### config.mk
export PLATFORM = sky130hd
export DESIGN_NAME = circuit9_decoder
export DESIGN_NICKNAME = d
export VERILOG_FILES = /design/src/rtl/circuit9_pkg.sv /design/src/rtl/circuit9_step_check.sv /design/src/rtl/circuit9_decoder.sv
export SDC_FILE = /design/constraint.sdc
export NUM_CORES = 1
export LEC_CHECK = 0
export BUFFER_PORTS_ARGS = -buffer_cell sky130_fd_sc_hd__buf_4
export CAP_MARGIN = 20
export CORE_MARGIN = 10
export CORE_UTILIZATION = 48
export CTS_CLUSTER_SIZE = 12
export DETAILED_ROUTE_END_ITERATION = 16
export PLACE_DENSITY = 0.77
export SLEW_MARGIN = 10
export SYNTH_ARGS = -nofsm -noshare
export SYNTH_HDL_FRONTEND = slang
export SYNTH_HIERARCHICAL = 1
export SYNTH_SLANG_ARGS = --single-unit
### constraint.sdc
create_clock -name clk -period 2.7 [get_ports clk]
set_clock_uncertainty 0.1 [all_clocks]
set_input_delay 0.81 -clock clk [delete_from_list [all_inputs] [get_ports clk]]
set_output_delay 0.81 -clock clk [all_outputs]
set_load 0.05 [all_outputs]
### src/rtl/circuit9_pkg.sv
// Shared types and helpers for the circuit9 receive-side decoder.
// Encoder law: a=1 -> q<=4; q==6 -> q<=0; else q<=q+1.
package circuit9_pkg;

   localparam logic [2:0] Q_LOAD    = 3'd4;
   localparam logic [2:0] Q_WRAP    = 3'd6;
   localparam logic [2:0] Q_ILLEGAL = 3'd7;

   typedef enum logic {HUNT, LOCK} dec_state_e;

   typedef enum logic [1:0] {
      STEP_A0,
      STEP_A1,
      STEP_AMB,
      STEP_ILL
   } step_e;

   function automatic logic [2:0] inc7(input logic [2:0] x);
      return (x == Q_WRAP) ? 3'd0 : x + 3'd1;
   endfunction

endpackage

### src/rtl/circuit9_step_check.sv
// Classifies one observed transition prev_q -> q of the circuit9 counter.
// Purely combinational.
module circuit9_step_check
   import circuit9_pkg::*;
(
   input  logic [2:0] prev_q,
   input  logic [2:0] q,
   output step_e      step
);

   // 3 -> 4 is both a natural increment and a load, so a is unknown
   always_comb begin
      step = STEP_ILL;
      if (q == Q_ILLEGAL || prev_q == Q_ILLEGAL)
         step = STEP_ILL;
      else if (q == Q_LOAD)
         step = (prev_q == Q_LOAD - 3'd1) ? STEP_AMB : STEP_A1;
      else if (q == inc7(prev_q))
         step = STEP_A0;
      else
         step = STEP_ILL;
   end

endmodule

### src/rtl/circuit9_decoder.sv
// Recovers input a from the circuit9 q stream, tracks lock and errors.
// Optional CIRCUIT9_DEC_STATS_EN adds ones_cnt / amb_cnt outputs.
module circuit9_decoder
   import circuit9_pkg::*;
#(
   parameter int ERR_LIMIT = 3,
   parameter int ERR_W     = 8
) (
   input  logic             clk,
   input  logic             areset,
   input  logic [2:0]       q,
   input  logic             q_valid,
   output logic             a_rec,
   output logic             a_vld,
   output logic             a_amb,
   output logic             err,
   output logic             locked,
   output logic [ERR_W-1:0] err_cnt
`ifdef CIRCUIT9_DEC_STATS_EN
   ,
   output logic [ERR_W-1:0] ones_cnt,
   output logic [ERR_W-1:0] amb_cnt
`endif
);

   localparam int CW = $clog2(ERR_LIMIT + 1);
   localparam logic [CW-1:0] LIM = CW'(ERR_LIMIT);

   dec_state_e    state;
   logic [2:0]    prev_q;
   logic [CW-1:0] consec;
   logic [CW-1:0] consec_nxt;
   step_e         step;
   logic          ill;
   logic          drop;

   circuit9_step_check u_step (
      .prev_q (prev_q),
      .q      (q),
      .step   (step)
   );

   assign ill        = (step == STEP_ILL);
   assign consec_nxt = ill ? consec + CW'(1) : '0;
   assign drop       = ill && (consec_nxt == LIM);

   always_ff @(posedge clk or posedge areset) begin
      if (areset) begin
         state   <= HUNT;
         prev_q  <= '0;
         consec  <= '0;
         a_rec   <= 1'b0;
         a_vld   <= 1'b0;
         a_amb   <= 1'b0;
         err     <= 1'b0;
         locked  <= 1'b0;
         err_cnt <= '0;
`ifdef CIRCUIT9_DEC_STATS_EN
         ones_cnt <= '0;
         amb_cnt  <= '0;
`endif
      end else begin
         a_rec <= 1'b0;
         a_vld <= 1'b0;
         a_amb <= 1'b0;
         err   <= 1'b0;
         unique case (state)
            HUNT: begin
               // first good sample only seeds prev_q
               if (q_valid && q != Q_ILLEGAL) begin
                  prev_q <= q;
                  state  <= LOCK;
                  locked <= 1'b1;
               end
            end
            LOCK: begin
               if (!q_valid) begin
                  state  <= HUNT;
                  locked <= 1'b0;
                  consec <= '0;
               end else begin
                  a_vld  <= 1'b1;
                  a_rec  <= (step == STEP_A1);
                  a_amb  <= (step == STEP_AMB);
                  err    <= ill;
                  prev_q <= q;
                  consec <= drop ? '0 : consec_nxt;
                  if (ill && err_cnt != '1)
                     err_cnt <= err_cnt + ERR_W'(1);
`ifdef CIRCUIT9_DEC_STATS_EN
                  if (step == STEP_A1 && ones_cnt != '1)
                     ones_cnt <= ones_cnt + ERR_W'(1);
                  if (step == STEP_AMB && amb_cnt != '1)
                     amb_cnt <= amb_cnt + ERR_W'(1);
`endif
                  if (drop) begin
                     state  <= HUNT;
                     locked <= 1'b0;
                  end
               end
            end
         endcase
      end
   end

endmodule

# ---- Yosys cells after proc, flatten, opt, wreduce, memory -nomap -nowiden
# Index checks and enable logic that the tools add are counted.
dict set report op_classes {
  addsub 3
  n_eq_ne 15
  mux 27
  n_bitwise 1
  reduce_logical 7
}
# op n
set ops {}
lappend ops {{1-bit two-way mux} 14}
lappend ops {{2-bit two-way mux} 7}
lappend ops {{3-bit == test, second input constant} 4}
lappend ops {{3-bit two-way mux} 3}
lappend ops {{8-bit by 1-bit adder with 8-bit output, second input constant} 1}
lappend ops {{8-bit != test, second input constant} 1}
lappend ops {{2-bit == test, second input constant} 3}
lappend ops {{3-bit one-hot mux with 2 select lines} 1}
lappend ops {{2-bit != test, second input constant} 2}
lappend ops {{1-bit one-hot mux with 2 select lines} 2}
lappend ops {{2-bit AND reduction} 2}
lappend ops {{3-bit by 1-bit adder with 3-bit output, second input constant} 1}
lappend ops {{3-bit by 2-bit == test with 1-bit output, second input constant} 1}
lappend ops {{3-bit == test} 1}
lappend ops {{1-bit logical AND} 3}
lappend ops {{3-bit by 2-bit != test with 1-bit output, second input constant} 1}
lappend ops {{3-bit != test, second input constant} 1}
lappend ops {{3-bit AND reduction} 1}
lappend ops {{2-bit by 1-bit adder with 2-bit output, second input constant} 1}
lappend ops {{2-bit by 1-bit == test with 1-bit output, second input constant} 1}
lappend ops {{1-bit logical OR} 1}
lappend ops {{1-bit inverter} 1}
dict set report totals {
  reg_bits 19
  output_inout_bits 13
  elab_cells 62
}

# ---- Depth between registers and ports, before layout
dict set report logic_depth {
  depth_word 13
  ltp_mapped 10
  mapped_depth_nobuf 10
}

# ---- Modules after synthesis
# Netlist, hierarchy kept.
# mod n_inst cells_per_inst area_each_um2
set by_module_without_submodules {}
lappend by_module_without_submodules {circuit9_decoder 1 79 893.4}
lappend by_module_without_submodules {circuit9_step_check 1 23 163.9}

# ---- Worst setup path after synthesis
# No wires, ideal clock.
dict set report synth_timing {
  kind {register to register}
  startpoint {register prev_q[0]}
  endpoint {register err_cnt[7]}
  setup_ps 125
  t_arrival_ps 2403
  path_slack_ps 73
  stages_incl_launch_ff 10
  n_path_buf 0
  synth_period_minus_slack_ps 2627
  path_cell_list {dfrtp_1 and2_2 ha_1 a21oi_1 a21boi_0 a2111oi_2 a22oi_1 nand4_4 nor4_1 mux2_2}
}
dict set report synth_via {
  elab_chain_cells 9
  elab_cells_between_ends 14
}
# element line_no
set synth_lines {}
lappend synth_lines {{start: declaration} circuit9_decoder.sv:30} ;# logic [2:0] prev_q;
lappend synth_lines {{start signal: assignment} circuit9_decoder.sv:71} ;# prev_q <= q;
lappend synth_lines {{start signal: assignment} circuit9_decoder.sv:86} ;# prev_q <= q;
lappend synth_lines {{3-bit by 1-bit adder with 3-bit output / 3-bit == test (equally long branches)} circuit9_pkg.sv:19} ;# return (x == Q_WRAP) ? 3'd0 : x + 3'd1;
lappend synth_lines {{3-bit two-way mux} circuit9_pkg.sv:19}
lappend synth_lines {{3-bit == test} circuit9_step_check.sv:18} ;# else if (q == inc7(prev_q))
lappend synth_lines {{2-bit two-way mux} circuit9_step_check.sv:18}
lappend synth_lines {{2-bit two-way mux} circuit9_step_check.sv:16} ;# else if (q == Q_LOAD)
lappend synth_lines {{2-bit two-way mux (*)} circuit9_step_check.sv:14} ;# if (q == Q_ILLEGAL || prev_q == Q_ILLEGAL)
lappend synth_lines {{named net step[1]} circuit9_decoder.sv:33} ;# step_e step;
lappend synth_lines {{2-bit == test (*)} circuit9_decoder.sv:43} ;# assign ill = (step == STEP_ILL);
lappend synth_lines {{1-bit logical AND (*)} circuit9_decoder.sv:88} ;# if (ill && err_cnt != '1)
lappend synth_lines {{3-bit AND reduction (no line) (*)} n/a}
lappend synth_lines {{end signal: assignment} circuit9_decoder.sv:89} ;# err_cnt <= err_cnt + ERR_W'(1);
lappend synth_lines {{end: declaration} circuit9_decoder.sv:18} ;# output logic [ERR_W-1:0] err_cnt
# Mark *: on every way through the listed nets, which the timed path passes. The rest lies on a longest branch.
# A chain may end at the register's enable or synchronous reset.

# ---- Worst setup path in the final report
dict set report layout_timing {
  startpoint {register prev_q[0]}
  endpoint {register err_cnt[5]}
}
# The elaborated chain is that of the path after synthesis.

==> results.md <==
- Routed Antenna Nets: 0
- Worst path cell trace: and2_2 > ha_4 > a21oi_2 > a21boi_2 > a2111oi_2 > buf_4 > a22oi_2 > nand4_4 > buf_4 > a2111oi_4 > xnor2_1
- Cell count after synthesis: 102
- WL final: 2509 um
- Worst path depth: 11
- Data required, critical path: 2.83 ns
- Cell Area, Placed: 1251 sq um
- Synth warn: 6
- Row cnt: 16
- Synth Register Bits: 19
- Post-synthesis async set-or-reset flop share: 100.0%
- Rel. slew slack: 52.45%
- Antenna Cells: 0
- Util after Layout: 66.83%
- Ports: 19
- CTS tree: done
- Vias per cell: 5.790
- Final Hold Fails: 0
- H-tree depth: 1
- Starting Density: 52.29%
- Clock-pin slew on the worst setup and hold paths: 0.12 ns
- Crit path kind: reg -> reg
- Post-synth cell types: 38
- Largest net degree at the start of global routing: 20
- Synth Area per Inst: 10.37 sq um
- R2r endpoint: err_cnt[5]
- Wire length per cell: 15.98 um
- # clock sinks: 19
- Vias: 909
- Syn nets: 111
- Initial antenna violation count: 0
- Iteration-0 DRC Markers: 53
- Final setup viols: 0
- Overall routing resource usage: 10.90%
- Min-delay src: consec[1]
- GPL Wtd Cong: 0.8587
- Commonest non-fill, non-tap cell in the layout: buf_4
- CP max stage delay: 0.39 ns
- Layout cells sized above 1: 36.15%
- Delay-heaviest family, CP: compound AO/OA/AOI/OAI gates
- Design area: 1351 sq um
- Worst-case clock buffer depth: 2
- CTS buffer count: 3
- Remaining DRCs: 0
- Peak supply drop: 636.9 uV
- Adder-cell share of the synthesized area: 3.550%
- Setup_tns: 0 ns
- Xor-xnor portion of the synthesized cell area: 3.314%
- Synthesized area: 1057 sq um
- PwrDens: 794.9 nW/um^2
- Sequential cell area fraction in the yosys report: 44.97%
- R2R depth: 11
- Width of the die: 66.93 um
- Synth Area in Compound Gates: 18.46%
- RSZ-0062 raised after global routing: no
- Total gr overflow: 0
- Worst path bufs/invs: 2
- Worst Hold Class: reg -> reg
- DRT Pass-1 Iters: 4
- Main combinational cell family by area after synthesis: simple AND/OR/NAND/NOR gates
- Hpwl dp: 1737 um
- Fmax: 386.7 MHz
- Main synth FF type: dfrtp_1
- Power, Total: 1.074 mW
- Worst-Skew Late Latency: 0.30 ns
- Leakage Power: 0.6097 nW
- Final period util: 95.79%
- Cell repeated most along the worst path: buf_4
- CP endpoint kind: register
- Full die area: 4480 sq um
- Hold Path End: consec[1]
- R2R Setup Slk: 0.11 ns
- CP startpoint kind: register
- Max Transition Viols Final: 0
- RR Startpoint: prev_q[0]
- Max-Cap Viols: 0
- Critical Path AT: 2.71 ns
- CTS Hold Bufs: 0
- CP max FO: 4
- Core area: 2022 sq um
- Global-route wire length before repair: 3877 um
- Status: finished clean
- Vias in the first global route: 863
- Slowest-stage cell, CP: dfrtp_1
- CTS Root Cell: clkbuf_4
- Area grow syn2layout: 27.81%
- Simple-gate share of the synthesized area: 19.41%
- Mux share of post-synthesis cell area: 5.207%
- EDFF count, synth: 0
- Port Buffers: 18
- Vert. Die Dim: 66.93 um
- Most frequent cells in the layout: buf_4, dfrtp_1, inv_1, nand2_1, a21oi_1
- Nets: 140
- Worst Tran Pin Value: 0.7125 ns
- Hold path depth: 1
- Crit path time final: 2.586 ns
where the power goes:
| part | internal (mW) | switching [mW] |
|---|---|---|
| logic | 0.182 | 0.315 |
| clock network | 0.0553 | 0.0938 |
| registers | 0.347 | 0.0820 |
| total | 0.584 | 0.490 |
worst register-to-register path, cell delays in order (launching register included):
cell,delay [ns]
dfrtp_1,0.39
and2_2,0.23
ha_4,0.29
a21oi_2,0.04
a21boi_2,0.16
a2111oi_2,0.06
buf_4,0.15
a22oi_2,0.24
nand4_4,0.18
buf_4,0.20
a2111oi_4,0.32
xnor2_1,0.16
state kept, by name, summed over array words and instances (netlist names):
signal   cells
a_vld        1
err_cnt      8
a_rec        1
err          1
prev_q       3
consec       2
a_amb        1
state        1
locked       1
kinds of logic after synthesis:
| family | after synthesis |
|---|---|
| buffers and inverters | 13 |
| multiplexers | 5 |
| XOR/XNOR | 4 |
| AO/OA/AOI/OAI | 26 |
| AND/OR/NAND/NOR | 32 |
| adder cells (fa/ha/maj) | 3 |
| flip-flops | 19 |
synth_stat cells, types with 2 or more instances:
| cell | instances | share of area, % |
|---|---|---|
| inv_1 | 10 | 3.6 |
| nand4_1 | 3 | 1.8 |
| nand2_1 | 8 | 2.8 |
| dfrtp_1 | 19 | 45 |
| nand3b_1 | 4 | 2.8 |
| o21ai_0 | 4 | 1.9 |
| mux2_2 | 3 | 3.2 |
| a22oi_1 | 2 | 1.4 |
| o211ai_1 | 2 | 1.4 |
| and3_1 | 2 | 1.2 |
| ha_1 | 3 | 3.6 |
| xnor2_1 | 4 | 3.3 |
| nand3_1 | 3 | 1.4 |
| a21oi_1 | 8 | 3.8 |
| nor3b_1 | 3 | 2.1 |
| nand2b_1 | 2 | 1.2 |
what timing repair did:
| item | 4_1_cts | 5_1_grt |
|---|---|---|
| buffers inserted | 0 | 3 |
| resized for setup | 0 | 10 |
| endpoints found under the setup margin | 0 | 5 |
| endpoints found under the hold margin | 0 | 0 |
routing by layer:
layer / track usage (%) / vias up / share of wire, %
met1: 13.04 / 452 / 42
met5: 0 / - / 0
met4: 5.897 / 0 / 2.0
met3: 3.177 / 6 / 5.8
li1: - / 426 / -
met2: 17.06 / 25 / 50
per-stage QoR:
| stage | hold slack (ns) | setup slack, ns | std cells |
|---|---|---|---|
| floorplan | 0.3665 | 0.07279 | 102 |
| global placement | 0.3896 | 0.02869 | 150 |
| detailed placement | 0.4133 | -0.05830 | 150 |
| CTS | 0.4285 | 0.007012 | 154 |
| global route | 0.4538 | 0.01507 | 157 |
| finish | 0.4291 | 0.1137 | 157 |
cell type report:
| type | count | area, sq um |
|---|---|---|
| clock buffer | 3 | 22.52 |
| inverter | 11 | 41.29 |
| fill | 164 | 670.6 |
| tap | 27 | 33.78 |
| multi-input combinational | 70 | 578.1 |
| clock inverter | 1 | 5.005 |
| timing repair buffer | 26 | 195.2 |
| sequential | 19 | 475.5 |
worst max path at each step:
| stage | startpoint | to | slack (ns) |
|---|---|---|---|
| floorplan | prev_q[0] | err_cnt[7] | 0.07 |
| global placement | q[1] | err_cnt[7] | 0.03 |
| detailed placement | q[1] | err_cnt[7] | -0.06 |
| CTS | prev_q[0] | err_cnt[7] | 0.007 |
| global route | prev_q[2] | err_cnt[1] | 0.02 |
| finish | prev_q[0] | err_cnt[5] | 0.11 |
(Power assumes the default switching activity.)
